--- src/rtl/snoop_bus_ctrl_pkg.sv ---
// Shared types for the snooping bus controller: bus commands, FSM states and
// the default cache count.
package snoop_bus_ctrl_pkg;

    localparam int NUM_CPUS_DEFAULT = 4;

    typedef enum logic [1:0] {
        BUS_RD    = 2'd0,
        BUS_RDX   = 2'd1,
        BUS_UPGR  = 2'd2,
        BUS_FLUSH = 2'd3
    } bus_cmd_t;

    typedef enum logic [2:0] {
        IDLE   = 3'd0,
        SNOOP  = 3'd1,
        MEM_WB = 3'd2,
        MEM_RD = 3'd3,
        MEM_WR = 3'd4,
        DONE   = 3'd5
    } snoop_state_t;

    // Requester index width; a single-cache bus still carries a 1-bit index.
    function automatic int src_w(input int n);
        return (n > 1) ? $clog2(n) : 1;
    endfunction

endpackage

--- src/rtl/snoop_collector.sv ---
// Sticky collector of snoop acknowledgements and shared/dirty responses for
// one bus transaction, with the requester's own bit masked off.
module snoop_collector #(
    parameter int NUM_CPUS = 4,
    parameter int SRC_W    = 2
) (
    input  logic                clk,
    input  logic                rst,
    input  logic                clear,
    input  logic                en,
    input  logic [SRC_W-1:0]    src,
    input  logic [NUM_CPUS-1:0] ack,
    input  logic [NUM_CPUS-1:0] shared,
    input  logic [NUM_CPUS-1:0] dirty,
    output logic                all_acked,
    output logic                any_shared,
    output logic                any_dirty,
    output logic                multi_dirty
);

    logic [NUM_CPUS-1:0] mask;
    logic [NUM_CPUS-1:0] ack_in, shared_in, dirty_in, dirty_all;
    logic [NUM_CPUS-1:0] ack_q, ack_d;
    logic [NUM_CPUS-1:0] shared_q, shared_d;
    logic [NUM_CPUS-1:0] dirty_q, dirty_d;

    always_comb begin
        mask = '1;
        for (int i = 0; i < NUM_CPUS; i++) begin
            mask[i] = (SRC_W'(i) != src);
        end
    end

    // Shared/dirty are only meaningful alongside the same cache's ack.
    assign ack_in    = ack & mask & {NUM_CPUS{en}};
    assign shared_in = shared & ack_in;
    assign dirty_in  = dirty & ack_in;
    assign dirty_all = dirty_q | dirty_in;

    // Current-cycle responses are folded in so the FSM can leave SNOOP on
    // the same edge the last ack arrives.
    assign all_acked   = ((ack_q | ack_in) & mask) == mask;
    assign any_shared  = |(shared_q | shared_in);
    assign any_dirty   = |dirty_all;
    assign multi_dirty = en && ($countones(dirty_all) > 1);

    always_comb begin
        ack_d    = ack_q | ack_in;
        shared_d = shared_q | shared_in;
        dirty_d  = dirty_q | dirty_in;
        if (clear) begin
            ack_d    = '0;
            shared_d = '0;
            dirty_d  = '0;
        end
    end

    always_ff @(posedge clk) begin
        if (rst) begin
            ack_q    <= '0;
            shared_q <= '0;
            dirty_q  <= '0;
        end else begin
            ack_q    <= ack_d;
            shared_q <= shared_d;
            dirty_q  <= dirty_d;
        end
    end

endmodule

--- src/rtl/snoop_bus_ctrl.sv ---
// Snooping bus transaction sequencer: latches a granted request, broadcasts
// the snoop, gathers responses, runs the memory access and signals completion.
module snoop_bus_ctrl
    import snoop_bus_ctrl_pkg::*;
#(
    parameter int  NUM_CPUS  = snoop_bus_ctrl_pkg::NUM_CPUS_DEFAULT,
    parameter int  ADDR_W    = 32,
    parameter bit  ASSERT_EN = 1'b1,
    localparam int SRC_W     = src_w(NUM_CPUS)
) (
    input  logic                             clk,
    input  logic                             rst,
    input  logic [NUM_CPUS-1:0]              gnt,
    input  bus_cmd_t [NUM_CPUS-1:0]          req_cmd,
    input  logic [NUM_CPUS-1:0][ADDR_W-1:0]  req_addr,
    output logic                             snoop_valid,
    output bus_cmd_t                         snoop_cmd,
    output logic [ADDR_W-1:0]                snoop_addr,
    output logic [SRC_W-1:0]                 snoop_src,
    input  logic [NUM_CPUS-1:0]              snoop_ack,
    input  logic [NUM_CPUS-1:0]              snoop_shared,
    input  logic [NUM_CPUS-1:0]              snoop_dirty,
    output logic                             mem_req,
    output logic                             mem_we,
    output logic [ADDR_W-1:0]                mem_addr,
    input  logic                             mem_resp,
    output logic [NUM_CPUS-1:0]              done,
    output logic                             done_shared,
    output logic                             ctrl_busy
);

    snoop_state_t          state_q, state_d;
    bus_cmd_t              cmd_q, cmd_d;
    logic [ADDR_W-1:0]     addr_q, addr_d;
    logic [SRC_W-1:0]      src_q, src_d;
    logic                  snoop_valid_q, snoop_valid_d;
    logic                  mem_req_q, mem_req_d;
    logic                  mem_we_q, mem_we_d;
    logic [NUM_CPUS-1:0]   done_q, done_d;
    logic                  done_shared_q, done_shared_d;
    logic                  ctrl_busy_q, ctrl_busy_d;

    logic [SRC_W-1:0]      gnt_idx;
    logic                  coll_clear, coll_en;
    logic                  all_acked, any_shared, any_dirty, multi_dirty;
    logic                  err_gnt_busy, err_gnt_multi;

    // A malformed grant resolves to its lowest set bit.
    always_comb begin
        gnt_idx = '0;
        for (int i = NUM_CPUS - 1; i >= 0; i--) begin
            if (gnt[i]) gnt_idx = SRC_W'(i);
        end
    end

    assign coll_en       = (state_q == SNOOP);
    assign err_gnt_busy  = (state_q != IDLE) && (|gnt);
    assign err_gnt_multi = (gnt & (gnt - 1'b1)) != '0;

    snoop_collector #(
        .NUM_CPUS (NUM_CPUS),
        .SRC_W    (SRC_W)
    ) u_collector (
        .clk         (clk),
        .rst         (rst),
        .clear       (coll_clear),
        .en          (coll_en),
        .src         (src_q),
        .ack         (snoop_ack),
        .shared      (snoop_shared),
        .dirty       (snoop_dirty),
        .all_acked   (all_acked),
        .any_shared  (any_shared),
        .any_dirty   (any_dirty),
        .multi_dirty (multi_dirty)
    );

    always_comb begin
        state_d    = state_q;
        cmd_d      = cmd_q;
        addr_d     = addr_q;
        src_d      = src_q;
        coll_clear = 1'b0;

        case (state_q)
            IDLE: begin
                if (|gnt) begin
                    src_d      = gnt_idx;
                    cmd_d      = req_cmd[gnt_idx];
                    addr_d     = req_addr[gnt_idx];
                    coll_clear = 1'b1;
                    state_d    = SNOOP;
                end
            end
            SNOOP: begin
                if (all_acked) begin
                    if (cmd_q == BUS_FLUSH)     state_d = MEM_WR;
                    else if (any_dirty)         state_d = MEM_WB;
                    else if (cmd_q == BUS_UPGR) state_d = DONE;
                    else                        state_d = MEM_RD;
                end
            end
            MEM_WB, MEM_RD, MEM_WR: begin
                if (mem_resp) state_d = DONE;
            end
            DONE:    state_d = IDLE;
            default: state_d = IDLE;
        endcase

        // Outputs are decoded from the next state so they leave on a flop.
        snoop_valid_d = (state_d == SNOOP);
        mem_req_d     = (state_d == MEM_WB) || (state_d == MEM_RD) || (state_d == MEM_WR);
        mem_we_d      = (state_d == MEM_WB) || (state_d == MEM_WR);
        ctrl_busy_d   = (state_d != IDLE);
        done_d        = '0;
        done_shared_d = 1'b0;
        if (state_d == DONE) begin
            done_d        = NUM_CPUS'(1) << src_d;
            done_shared_d = any_shared && (cmd_d == BUS_RD);
        end
    end

    always_ff @(posedge clk) begin
        if (rst) begin
            state_q       <= IDLE;
            cmd_q         <= BUS_RD;
            addr_q        <= '0;
            src_q         <= '0;
            snoop_valid_q <= 1'b0;
            mem_req_q     <= 1'b0;
            mem_we_q      <= 1'b0;
            done_q        <= '0;
            done_shared_q <= 1'b0;
            ctrl_busy_q   <= 1'b0;
        end else begin
            state_q       <= state_d;
            cmd_q         <= cmd_d;
            addr_q        <= addr_d;
            src_q         <= src_d;
            snoop_valid_q <= snoop_valid_d;
            mem_req_q     <= mem_req_d;
            mem_we_q      <= mem_we_d;
            done_q        <= done_d;
            done_shared_q <= done_shared_d;
            ctrl_busy_q   <= ctrl_busy_d;
        end
    end

    assign snoop_valid = snoop_valid_q;
    assign snoop_cmd   = cmd_q;
    assign snoop_addr  = addr_q;
    assign snoop_src   = src_q;
    assign mem_req     = mem_req_q;
    assign mem_we      = mem_we_q;
    assign mem_addr    = addr_q;
    assign done        = done_q;
    assign done_shared = done_shared_q;
    assign ctrl_busy   = ctrl_busy_q;

`ifndef SYNTHESIS
    always_ff @(posedge clk) begin
        if (ASSERT_EN && !rst) begin
            assert (!err_gnt_busy)  else $error("snoop_bus_ctrl: grant while transaction in flight");
            assert (!err_gnt_multi) else $error("snoop_bus_ctrl: grant not one-hot");
            assert (!multi_dirty)   else $error("snoop_bus_ctrl: more than one dirty responder");
        end
    end
`endif

endmodule

--- config.mk ---
export PLATFORM = sky130hd
export DESIGN_NAME = snoop_bus_ctrl
export DESIGN_NICKNAME = d
export VERILOG_FILES = /design/src/rtl/snoop_bus_ctrl_pkg.sv /design/src/rtl/snoop_collector.sv /design/src/rtl/snoop_bus_ctrl.sv
export SDC_FILE = /design/constraint.sdc
export NUM_CORES = 1
export LEC_CHECK = 0
export CORE_MARGIN = 4
export CORE_UTILIZATION = 36
export CTS_CLUSTER_DIAMETER = 150
export CTS_CLUSTER_SIZE = 14
export DETAILED_ROUTE_END_ITERATION = 6
export PLACE_DENSITY = 0.81
export SETUP_SLACK_MARGIN = 0.4
export SYNTH_ARGS = -nofsm -noshare
export SYNTH_HDL_FRONTEND = slang
export SYNTH_SLANG_ARGS = --single-unit
--- constraint.sdc ---
create_clock -name clk -period 2.8 [get_ports clk]
set_input_delay 0.56 -clock clk [delete_from_list [all_inputs] [get_ports clk]]
set_output_delay 0.56 -clock clk [all_outputs]
set_load 0.01 [all_outputs]
Word-level counts from Yosys, hierarchy flattened
Index checks and enable logic that the tools add are counted.
{ "word_totals": {"register_bits": 60, "in_bits": 155} }
{ "op_classes": {"n_lt_le_gt_ge": 1, "n_eq_ne": 15, "shifts": 1, "mux": 21, "bitwise": 9, "n_reduce_logical": 15} }
{ "op_table": {"columns": ["op", "count"], "rows": [
  ["32-bit binary-select mux with 2-bit select", 1],
  ["32-bit two-way mux", 1],
  ["4-bit bitwise AND", 5],
  ["2-bit two-way mux", 9],
  ["3-bit two-way mux", 6],
  ["3-bit by 2-bit equality test with 1-bit output, second input constant", 4],
  ["4-bit bitwise OR", 3],
  ["4-bit OR reduction", 3],
  ["3-bit equality test, second input constant", 3],
  ["3-bit one-hot mux with 3 select lines", 1],
  ["3-bit by 1-bit equality test with 1-bit output, second input constant", 2],
  ["2-bit binary-select mux with 2-bit select", 1],
  ["2-bit equality test, second input constant", 2],
  ["4-bit equality test", 1],
  ["2-bit != test, first input constant", 2],
  ["2-bit OR reduction", 2],
  ["1-bit by 2-bit << shifter with 4-bit output, first input constant", 1],
  ["3-bit zero test", 1],
  ["1-bit logical OR", 3],
  ["2-bit by 3-bit less-than comparator with 1-bit output, second input constant", 1],
  ["3-bit nonzero test", 1],
  ["3-bit OR reduction", 1],
  ["2-bit zero test", 1],
  ["1-bit two-way mux", 2],
  ["other kinds (5)", 5]
]} }

Depth between registers and ports, before layout
Gate-level depths: netlist of the first run.
{ "logic_depth": {"depth_word": 13, "ltp_mapped": 9} }

Cells and area by module
From an unflattened synthesis of the first run, not the netlist that was laid out.
{ "hier_totals": {"hier_cells": 300, "hier_area_um2": 3389.5} }
{ "modules_own_cells": {"columns": ["mod", "n_inst", "cells_each", "area_per_inst_um2", "seq_area_each_um2"], "rows": [
  ["snoop_bus_ctrl", 1, 233, 2762.6, 960.9],
  ["snoop_collector", 1, 67, 626.9, 240.2]
]} }

Least setup slack after synthesis of the first run
OpenSTA, ideal clock, no wires.
{ "synth_timing": {"path_type": "input port to flip-flop", "from": "input gnt[2]", "to": "register addr_q[3] (netlist: mem_addr[3])", "setup_ns": 0.134, "arrival_time_ns": 1.998, "t_required_ns": 2.666, "path_slack_ns": 0.668, "path_stages": 7, "path_cell_list": "nand2b_1 a21oi_1 buf_2 buf_2 mux4_2 nand2_1 a21oi_1"} }
{ "synth_between": {"elab_chain_len": 5} }
{ "synth_rtl": {"columns": ["item", "line_no", "rtl"], "rows": [
  ["start: declaration", "snoop_bus_ctrl.sv:13", "input logic [NUM_CPUS-1:0] gnt,"],
  ["2-bit two-way mux (3 in series)", "snoop_bus_ctrl.sv:52", "if (gnt[i]) gnt_idx = SRC_W'(i);"],
  ["32-bit binary-select mux with 2-bit select", "snoop_bus_ctrl.sv:90", "addr_d = req_addr[gnt_idx];"],
  ["32-bit two-way mux (not written as such)", "snoop_bus_ctrl.sv:90", null],
  ["end signal: assignment", "snoop_bus_ctrl.sv:138", "addr_q <= addr_d;"],
  ["end: declaration", "snoop_bus_ctrl.sv:34", "logic [ADDR_W-1:0] addr_q, addr_d;"]
]} }
Several ways; a longest one is shown, not always the timed one. The select of a mux whose other input is x is not followed.
A chain may end at the register's enable or synchronous reset.

Worst setup path after layout of the first run
{ "layout_timing": {"from": "input gnt[2]", "to": "register done_shared_q (netlist: done_shared)"} }
{ "layout_between": {"elab_chain_len": 9} }
{ "layout_rtl": {"columns": ["item", "line_no", "rtl"], "rows": [
  ["2-bit two-way mux (3 in series)", "snoop_bus_ctrl.sv:52", null],
  ["2-bit binary-select mux with 2-bit select", "snoop_bus_ctrl.sv:89", "cmd_d = req_cmd[gnt_idx];"],
  ["2-bit two-way mux (not written as such)", "snoop_bus_ctrl.sv:89", null],
  ["2-bit two-way mux", "snoop_bus_ctrl.sv:87", "if (|gnt) begin"],
  ["2-bit two-way mux", "snoop_bus_ctrl.sv:85", "case (state_q)"],
  ["2-bit zero test", "snoop_bus_ctrl.sv:119", "done_shared_d = any_shared && (cmd_d == BUS_RD);"],
  ["1-bit logical AND", "snoop_bus_ctrl.sv:119", null],
  ["end signal: assignment", "snoop_bus_ctrl.sv:144", "done_shared_q <= done_shared_d;"],
  ["end: declaration", "snoop_bus_ctrl.sv:40", "logic done_shared_q, done_shared_d;"]
]} }
Several ways; a longest one is shown, not always the timed one. The select of a mux whose other input is x is not followed.

==> results.toml, run 1 <==
[finish]
register_area_mm2 = 0.00120
fillers = 784
n_antenna_cell = 0
syn_to_final_growth_pct = 72.5
multi_input_comb_area_mm2 = 0.00191
layout.cells.most_common = "sky130_fd_sc_hd__clkdlybuf4s50_1"
most_frequent_cells_in_the_layout = "sky130_fd_sc_hd__clkdlybuf4s50_1 (230), sky130_fd_sc_hd__nand2_1 (68), sky130_fd_sc_hd__dfxtp_1 (60)"
final_nets = 711
post_route_cells_drive_above_1_share_pct = 15.0

[drt]
routed_wirelength_um = 13100
avgRoutedWirePerCell_um = 19.0
avgViaCountPerCell = 5.07
route.layer.met1.wl_um = 4850
drt_iter0_markers = 143
detail_route.first_pass.iterations = 4
top_layer = "met4"
wl_met2_um = 6960
drt.antenna.violating_nets = 0
route.vias.total = 3494
remaining_routing_drc_violations = 0
routed-wl-met3_um = 949

[cts]
htree_num_levels = 3
cts.clk_slew.worst_paths_ps = 70
cell_at_the_root_of_the_clock_tree = "sky130_fd_sc_hd__clkbuf_8"
cts_tree = "done"
cts_max_path_buffers = 2
number_of_sinks_driven_by_the_clock_tree = 60
cts-buffers-inserted = 9
clock_latency_ps = 340

[floorplanning]
width_of_the_chip_um = 106
pin_count = 232
placementRows = 35
floorplan_die_height_um = 106
die_area_mm2 = 0.0112
initial_standard_cell_utilization_of_the_core_pct = 37.2
floorplan.core_area_mm2 = 0.00928

[setup_path]
worstSetupStartpointType = "primary input"
criticalPathCategory = "primary input to flop"
worstPathCellList = "clkdlybuf4s50_1 > nand2b_1 > a21oi_4 > buf_4 > buf_12 > mux2_2 > nand3_1 > nand3_1 > and4bb_1"
slowest_stage = "sky130_fd_sc_hd__clkdlybuf4s50_1"
setup.worst_path.start = "gnt[2]"
critPathCaptureType = "flop"
cp.arrival_ps = 2560
worstReg2RegStart = "snoop_src[1]"
critPathMaxStageDelay_ps = 470
critPathRequiredTime_ps = 3070
worst_path_most_repeated_cell = "sky130_fd_sc_hd__nand3_1"
timing.critical_path.fanout_max = 11

[worst_hold_path]
min_from = "u_collector.shared_q[1]"
worstHoldPathType = "flop to flop"

[sta]
setup_tns_ps = 0
post-route-period-util_pct = 81.8
finalSetupViolCount = 0
rsz0062_at_grt = "no"
final_hold_slack_ps = 470
timing_worst_slew_pin_value_ps = 518
report.final.slew_viol_count = 0
maxClockFrequency_mhz = 436
skew_ps = 5.02
hold_viol_final = 0
max_slew_margin_pct = 65.1
layout_min_cycle_time_ps = 2290

[yosys]
synth_enable_flop_cells = 0
syn_inst = 354
ys_dominant_reg_cell = "sky130_fd_sc_hd__dfxtp_1"
post_synth_and_or_nand_nor_area_fraction_pct = 18.0
ys_top_cells_by_area = "sky130_fd_sc_hd__dfxtp_1 (35%), sky130_fd_sc_hd__mux4_2 (21%), sky130_fd_sc_hd__nand2_1 (7.4%)"
asyncSetResetFlopFracSynth_pct = 0
xor_xnor_share_of_the_synthesized_area_pct = 0
combinational_family_with_the_most_area_after_synthesis = "multiplexers"
netlist_area_mm2 = 0.00345
synth_fp_nets = 509
yosys.cell_types.count = 53
post_synth_fa_ha_maj_area_fraction_pct = 0
postSynthAreaPerCell_um2 = 9.76
muxShareOfSynthArea_pct = 22.1
netlist.area_leader.share_pct = 34.8
synth_largest_area_cell = "sky130_fd_sc_hd__dfxtp_1"
seq_area_frac_synth_pct = 34.8
synth_compound_gate_area_share_pct = 14.3
yosys_warnings = 0
ys_ff_latch = 60

[flow_run]
max_cap_viols = 0

[grt]
first_global_vias = 3731
grt_start_max_net_pins = 34
grt_remaining_overflow = 0
global_route.usage.total_pct = 22.6
grt_antenna_before_repair = 0
wire_length_of_the_first_global_routing_pass_um = 19600

[status]
run_status = "finished, final reports clean"

[place]
globalplace.congestion = 0.879
place_hpwl_um = 10400
port_buffers = 231

[pwr]
pwr_density_cell_mw_per_mm2 = 421
worst_ir_drop_on_vdd_uv = 181
p_leak_nw = 2.14
[layer usage]
metal | GRT usage [%] | vias up
met2 | 41.5 | 180
li1 | - | 1651
met1 | 25.5 | 1641
met3 | 5.59 | 22
met5 | 0 | -
met4 | 7.77 | 0
[logic make-up (layout without fill, tap and decap cells)]
kind of cell,count (synthesis),after routing
mux,36,36
flops,60,60
compound gates,67,67
simple gates,130,130
buf+inv,61,267
[registers in the layout (all words and copies together), names as in the netlist, 2 cells and up]
name                  count
snoop_src                 2
done                      4
state_q                   3
mem_addr                 32
u_collector.ack_q         4
u_collector.shared_q      4
u_collector.dirty_q       4
snoop_cmd                 2
[cells in the mapped netlist, types with 2 or more instances]
cell,n
sky130_fd_sc_hd__mux4_2,32
sky130_fd_sc_hd__and2_1,3
sky130_fd_sc_hd__buf_4,32
sky130_fd_sc_hd__nand2b_1,5
sky130_fd_sc_hd__mux2i_1,2
sky130_fd_sc_hd__clkbuf_1,13
sky130_fd_sc_hd__buf_6,2
sky130_fd_sc_hd__nand2_1,68
sky130_fd_sc_hd__nor2_1,26
sky130_fd_sc_hd__nor4_1,2
sky130_fd_sc_hd__nand3_1,2
sky130_fd_sc_hd__inv_1,5
sky130_fd_sc_hd__a21oi_1,42
sky130_fd_sc_hd__dfxtp_1,60
sky130_fd_sc_hd__o21ai_0,3
sky130_fd_sc_hd__buf_1,2
sky130_fd_sc_hd__buf_2,7
sky130_fd_sc_hd__nand4_1,2
sky130_fd_sc_hd__nor3_1,3
sky130_fd_sc_hd__a221oi_2,2
sky130_fd_sc_hd__a41oi_2,3
sky130_fd_sc_hd__a41oi_1,3
sky130_fd_sc_hd__mux2_2,2
sky130_fd_sc_hd__nor4b_1,2
sky130_fd_sc_hd__and3_1,3
[cell type report]
cell class                      instances  area share [%]
Multi-Input combinational cell        233            32.1
Tap cell                              129            2.71
Sequential cell                        60            20.2
Timing Repair Buffer                  247            41.9
Inverter                                5           0.315
Clock buffer                           13            2.67
Clock inverter                          2           0.168
[power by group]
group	total, mW	internal (mW)	switching, mW
clock network	0.687	0.362	0.325
registers	0.969	0.913	0.0558
logic	0.850	0.530	0.320
[path summary, 6_finish.rpt]
kind                            cells past startpoint  slack, ps                       to
worst min-delay path                                2        470  u_collector.shared_q[1]
worst max register to register                      6        550              done_shared
worst min register to register                      2        470  u_collector.shared_q[1]
worst max-delay path                                9        510              done_shared
[worst max-delay path, delay by kind of cell]
family | cells | cell delay (ps)
muxes | 1 | 340
AOI/OAI and AO/OA | 1 | 190
and+or+nand+nor | 4 | 660
buffers and inverters | 3 | 810
[stage by stage]
stage          utilization [%]  total power [mW]  instances  worst slack, ps  cell area, µm²
6_report                  64.2              2.51        689              509            5960
5_1_grt                   64.2              2.64        689              411            5960
4_1_cts                   63.5              2.51        686              447            5890
3_5_place_dp              61.6              1.82        671             99.7            5720
3_3_place_gp              61.6              1.80        671              189            5720
2_1_floorplan                -              1.38        354              668            3450
[what timing repair did]
action,4_1_cts,5_1_grt
resized for setup,0,3
hold endpoints to repair,0,0
setup endpoints to repair,0,4
buffers inserted,0,2
hold buffers,0,0
(Power assumes the default switching activity.)
==> run 2: changes to the inputs <==
--- a/config.mk
+++ b/config.mk
@@ -6,11 +6,11 @@
 export NUM_CORES = 1
 export LEC_CHECK = 0
 export CORE_MARGIN = 4
-export CORE_UTILIZATION = 36
+export CORE_UTILIZATION = 33
 export CTS_CLUSTER_DIAMETER = 150
 export CTS_CLUSTER_SIZE = 14
 export DETAILED_ROUTE_END_ITERATION = 6
-export PLACE_DENSITY = 0.81
+export PLACE_DENSITY = 0.78
 export SETUP_SLACK_MARGIN = 0.4
 export SYNTH_ARGS = -nofsm -noshare
 export SYNTH_HDL_FRONTEND = slang
==> constraint.sdc (replaced) <==
create_clock -name clk -period 1.88 [get_ports clk]
set_input_delay 0.376 -clock clk [delete_from_list [all_inputs] [get_ports clk]]
set_output_delay 0.376 -clock clk [all_outputs]
set_load 0.01 [all_outputs]
==> results.toml, run 2 (same netlist as run 1, synthesis figures left out) <==
[sta]
timing_worst_slew_pin_value_ps = 760
rsz0062_at_grt = "yes"
hold_viol_final = 0
layout_min_cycle_time_ps = 2040
max_slew_margin_pct = 48.8
report.final.slew_viol_count = 0
final_hold_slack_ps = 371
worst_case_setup_margin_in_the_final_layout_ps = -163
finalSetupViolCount = 38
maxClockFrequency_mhz = 490
post-route-period-util_pct = 109
skew_ps = 7.51

[floorplanning]
die_area_mm2 = 0.0122
initial_standard_cell_utilization_of_the_core_pct = 33.6
floorplan.core_area_mm2 = 0.0103
placementRows = 37
floorplan_die_height_um = 110
pin_count = 232
width_of_the_chip_um = 110

[cts]
cts_max_path_buffers = 2
cts.clk_slew.worst_paths_ps = 70
cts-buffers-inserted = 9
htree_num_levels = 3
number_of_sinks_driven_by_the_clock_tree = 60
cell_at_the_root_of_the_clock_tree = "sky130_fd_sc_hd__clkbuf_8"
clock_latency_ps = 330
hold_buffers = 0
cts_tree = "done"

[setup_path]
critPathCaptureType = "flop"
criticalPathCategory = "flop to flop"
timing.critical_path.fanout_max = 6
critPathRequiredTime_ps = 2100
regToRegSetupSlack_ps = -160
worstSetupStartpointType = "flop"
cp.arrival_ps = 2270

[place]
globalplace.congestion = 0.897
place_hpwl_um = 10200
port_buffers = 231
pre_cts_slack_ps = -499

[finish]
syn_to_final_growth_pct = 94.9
n_antenna_cell = 0
most_frequent_cells_in_the_layout = "sky130_fd_sc_hd__clkdlybuf4s50_1 (149), sky130_fd_sc_hd__dlygate4sd2_1 (75), sky130_fd_sc_hd__dfxtp_1 (51)"
register_area_mm2 = 0.00122
final_nets = 752
layout.cells.most_common = "sky130_fd_sc_hd__clkdlybuf4s50_1"
largest_reg_flops = 32
fillers = 844
post_route_cells_drive_above_1_share_pct = 32.9
multi_input_comb_area_mm2 = 0.00223

[grt]
global_route.usage.total_pct = 21.3
grt_start_max_net_pins = 36
grt_remaining_overflow = 0
wire_length_of_the_first_global_routing_pass_um = 19700
grt_antenna_before_repair = 0
first_global_vias = 3987

[drt]
routed_wirelength_um = 14100
remaining_routing_drc_violations = 0
avgRoutedWirePerCell_um = 19.2
drt.antenna.violating_nets = 0
avgViaCountPerCell = 5.14
route.vias.total = 3786
drt_iter0_markers = 134
detail_route.first_pass.iterations = 4

[pwr]
pwr_density_cell_mw_per_mm2 = 600
p_leak_nw = 2.81
worst_ir_drop_on_vdd_uv = 270

[status]
violations = "setup timing"
run_status = "finished, violations left"

[flow_run]
max_cap_viols = 0

[worst_hold_path]
worstHoldPathType = "primary input to flop"
## run 2: worst max-delay path, cell delays in order (launching register included)
cell,delay [ps]
sky130_fd_sc_hd__dfxtp_4,360
sky130_fd_sc_hd__nor3b_4,280
sky130_fd_sc_hd__buf_6,190
sky130_fd_sc_hd__a41oi_4,120
sky130_fd_sc_hd__nand4_1,150
sky130_fd_sc_hd__o211ai_2,130
sky130_fd_sc_hd__a221oi_4,360
sky130_fd_sc_hd__buf_4,170
sky130_fd_sc_hd__and4bb_1,160
## run 2: metal layers
metal  track usage [%]  part of all wire (%)  up-vias  wire length [µm]
li1                  -                     -     1741                 -
met1              24.3                    38     1841              5370
met2              38.4                    53      189              7440
met3              4.78                   7.9       15              1110
met4              8.18                   1.5        0               209
met5                 0                     0        -                 0
## run 2: worst paths after layout
kind,start,to,cells past startpoint
worst max-delay path,state_q[1],done_shared,8
worst min-delay path,rst,state_q[0],2
worst max register to register,state_q[1],done_shared,8
worst min register to register,mem_addr[27],mem_addr[27],2
## run 2: timing repair
item,in CTS,in global routing
buffers inserted,13,3
pin swaps,10,13
cloned,5,3
resized for setup,131,65
setup endpoints to repair,137,62
## run 2: final cells by class
class                      instances  share of cell area (%)
timing repair buffer             287                    43.2
multi-input combinational        234                    33.1
sequential                        60                    18.1
tap                              136                    2.53
clock buffer                      10                    2.04
clock inverter                     5                   0.781
inverter                           5                   0.279
## run 2: stage by stage
| stage | util, % | TNS, ps | instances | instance area, µm² | total power, mW |
|---|---|---|---|---|---|
| floorplan | - | 0 | 354 | 3590 | 2.10 |
| global placement | 57.9 | -20190 | 698 | 5950 | 2.75 |
| detailed placement | 57.9 | -23180 | 698 | 5950 | 2.78 |
| CTS | 62.3 | -1050 | 731 | 6400 | 3.93 |
| global route | 65.5 | -4390 | 737 | 6730 | 4.23 |
| finish | 65.5 | -2320 | 737 | 6730 | 4.04 |
## run 2: where the power goes
part | switching, mW | leakage (nW) | total (mW) | internal [mW]
registers | 0.0876 | 0.496 | 1.45 | 1.36
logic | 0.588 | 2.21 | 1.46 | 0.877
clock network | 0.497 | 0.0979 | 1.13 | 0.634
total | 1.17 | 2.81 | 4.04 | 2.87
==> run 3: changes to the inputs <==
--- a/config.mk
+++ b/config.mk
@@ -6,11 +6,11 @@
 export NUM_CORES = 1
 export LEC_CHECK = 0
 export CORE_MARGIN = 4
-export CORE_UTILIZATION = 33
+export CORE_UTILIZATION = 39
 export CTS_CLUSTER_DIAMETER = 150
 export CTS_CLUSTER_SIZE = 14
 export DETAILED_ROUTE_END_ITERATION = 6
-export PLACE_DENSITY = 0.78
+export PLACE_DENSITY = 0.87
 export SETUP_SLACK_MARGIN = 0.4
 export SYNTH_ARGS = -nofsm -noshare
 export SYNTH_HDL_FRONTEND = slang
==> constraint.sdc (replaced) <==
create_clock -name clk -period 2.5 [get_ports clk]
set_input_delay 0.5 -clock clk [delete_from_list [all_inputs] [get_ports clk]]
set_output_delay 0.5 -clock clk [all_outputs]
set_load 0.01 [all_outputs]
==> results.toml, run 3 (same netlist as run 1, synthesis figures left out) <==
[setup_path]
criticalPathCategory = "primary input to flop"
critPathRequiredTime_ps = 2700
worst_r2r_path_depth = 8
slowest_stage = "sky130_fd_sc_hd__clkdlybuf4s50_1"
worstPathCellList = "clkdlybuf4s50_1 > and2_4 > a31oi_2 > o22ai_4 > o211ai_2 > a221oi_4 > buf_4 > and4bb_1"
worstReg2RegStart = "state_q[1]"
worstSetupStartpointType = "primary input"
cp.arrival_ps = 2220
path_delay_family = "compound AO/OA/AOI/OAI gates"
critPathMaxStageDelay_ps = 450
worst_r2r_endpoint = "done_shared"
regToRegSetupSlack_ps = 490
timing.critical_path.fanout_max = 3
critPathCaptureType = "flop"
path_buf_inv = 2

[drt]
avgViaCountPerCell = 5.28
avgRoutedWirePerCell_um = 19.5
route.vias.total = 3575
remaining_routing_drc_violations = 0
routed_wirelength_um = 13200
drt_iter0_markers = 126
drt.antenna.violating_nets = 0
detail_route.first_pass.iterations = 4

[place]
dp_cells = 654
pre_cts_slack_ps = -212
globalplace.congestion = 0.803
place_hpwl_um = 10600
port_buffers = 231

[sta]
maxClockFrequency_mhz = 496
rsz0062_at_grt = "yes"
layout_min_cycle_time_ps = 2010
timing_worst_slew_pin_value_ps = 347
max_slew_margin_pct = 76.9
hold_viol_final = 0
finalSetupViolCount = 0
final_hold_slack_ps = 463
post-route-period-util_pct = 80.6
report.final.slew_viol_count = 0
worst_case_setup_margin_in_the_final_layout_ps = 486
skew_ps = 10.5

[worst_hold_path]
timing.hold.worst_path_depth = 2
min_from = "u_collector.shared_q[1]"
worstHoldPathType = "flop to flop"
hold_path_end = "u_collector.shared_q[1]"

[grt]
grt_antenna_before_repair = 0
first_global_vias = 3821
gr-usage-met1_pct = 27.0
grt_remaining_overflow = 0
groute.layer.met2.usage_pct = 43.3
globalRoute.busiestLayer = "met2"
met3_usage_pct = 5.53
grt_start_max_net_pins = 33
wire_length_of_the_first_global_routing_pass_um = 19100
global_route.usage.total_pct = 24.0

[finish]
n_antenna_cell = 0
syn_to_final_growth_pct = 76.6
post_route_cells_drive_above_1_share_pct = 18.3
largest_reg_flops = 32
finalNonFillerCells = 677
finish.utilization_pct = 70.3
layout.cells.most_common = "sky130_fd_sc_hd__clkdlybuf4s50_1"
most_frequent_cells_in_the_layout = "sky130_fd_sc_hd__clkdlybuf4s50_1 (226), sky130_fd_sc_hd__nand2_1 (68), sky130_fd_sc_hd__dfxtp_1 (58)"
final_nets = 720

[floorplanning]
die_area_mm2 = 0.0104
floorplan_die_height_um = 102
pin_count = 232
placementRows = 34
floorplan.core_area_mm2 = 0.00868
initial_standard_cell_utilization_of_the_core_pct = 39.8
width_of_the_chip_um = 102

[cts]
htree_num_levels = 3
clock_latency_ps = 320
cts-buffers-inserted = 9
cell_at_the_root_of_the_clock_tree = "sky130_fd_sc_hd__clkbuf_8"
cts.clk_slew.worst_paths_ps = 60
cts_max_path_buffers = 2
hold_buffers = 0
cts_tree = "done"
number_of_sinks_driven_by_the_clock_tree = 60

[pwr]
pwr_density_cell_mw_per_mm2 = 484
worst_ir_drop_on_vdd_uv = 316
p_leak_nw = 2.23

[flow_run]
max_cap_viols = 0

[status]
run_status = "finished, final reports clean"
==> run 3: worst register-to-register path, delay by kind of cell, from the launching register on <==
kind            cells  cell delay (ps)
compound gates      4              750
simple gates        2              460
flops               1              330
buf+inv             2              360
==> run 3: worst max-delay path by stage <==
stage,from,endpoint,slack (ps),cells past startpoint
5_1_grt,state_q[1],done[1],360,7
3_3_place_gp,gnt[1],done_shared,-120,6
4_1_cts,gnt[0],mem_addr[9],390,8
6_report,snoop_ack[0],done_shared,490,8
2_1_floorplan,gnt[2],mem_addr[3],430,7
3_5_place_dp,gnt[1],done[1],-210,6
==> run 3: layout make-up <==
type                    instances  area, µm²
fillers                       633       2580
clock buffers                  14        173
inverters                       5       18.8
well taps                     108        135
clock inverters                 1       30.0
multi-input cells             233       1970
flip-flops and latches         60       1200
repair buffers                256       2560
==> run 3: per-layer routing <==
| metal | share of wire [%] | routed length, µm |
|---|---|---|
| met5 | 0 | 0 |
| met4 | 3.6 | 478 |
| met3 | 7.4 | 973 |
| met2 | 53 | 7020 |
| met1 | 36 | 4750 |
==> run 3: power breakdown <==
group          leakage [nW]  internal, mW  switching [mW]
clock network         0.103         0.538           0.342
registers             0.493          1.02          0.0615
logic                  1.64         0.608           0.377
total                  2.23          2.17           0.781
==> run 3: through the flow <==
step	total power, mW	setup TNS, ps	instance area, µm²
after CTS	2.95	0	6010
after global routing	3.07	0	6100
final	2.95	0	6100
after global placement	2.01	-199	5700
after detailed placement	2.04	-2010	5700
after floorplan	1.54	0	3450
==> run 3: repair_timing <==
action	in CTS	in global routing
cloned	1	1
pin swaps	2	4
endpoints found under the setup margin	43	28
setup buffers	5	1
resized for setup	13	13
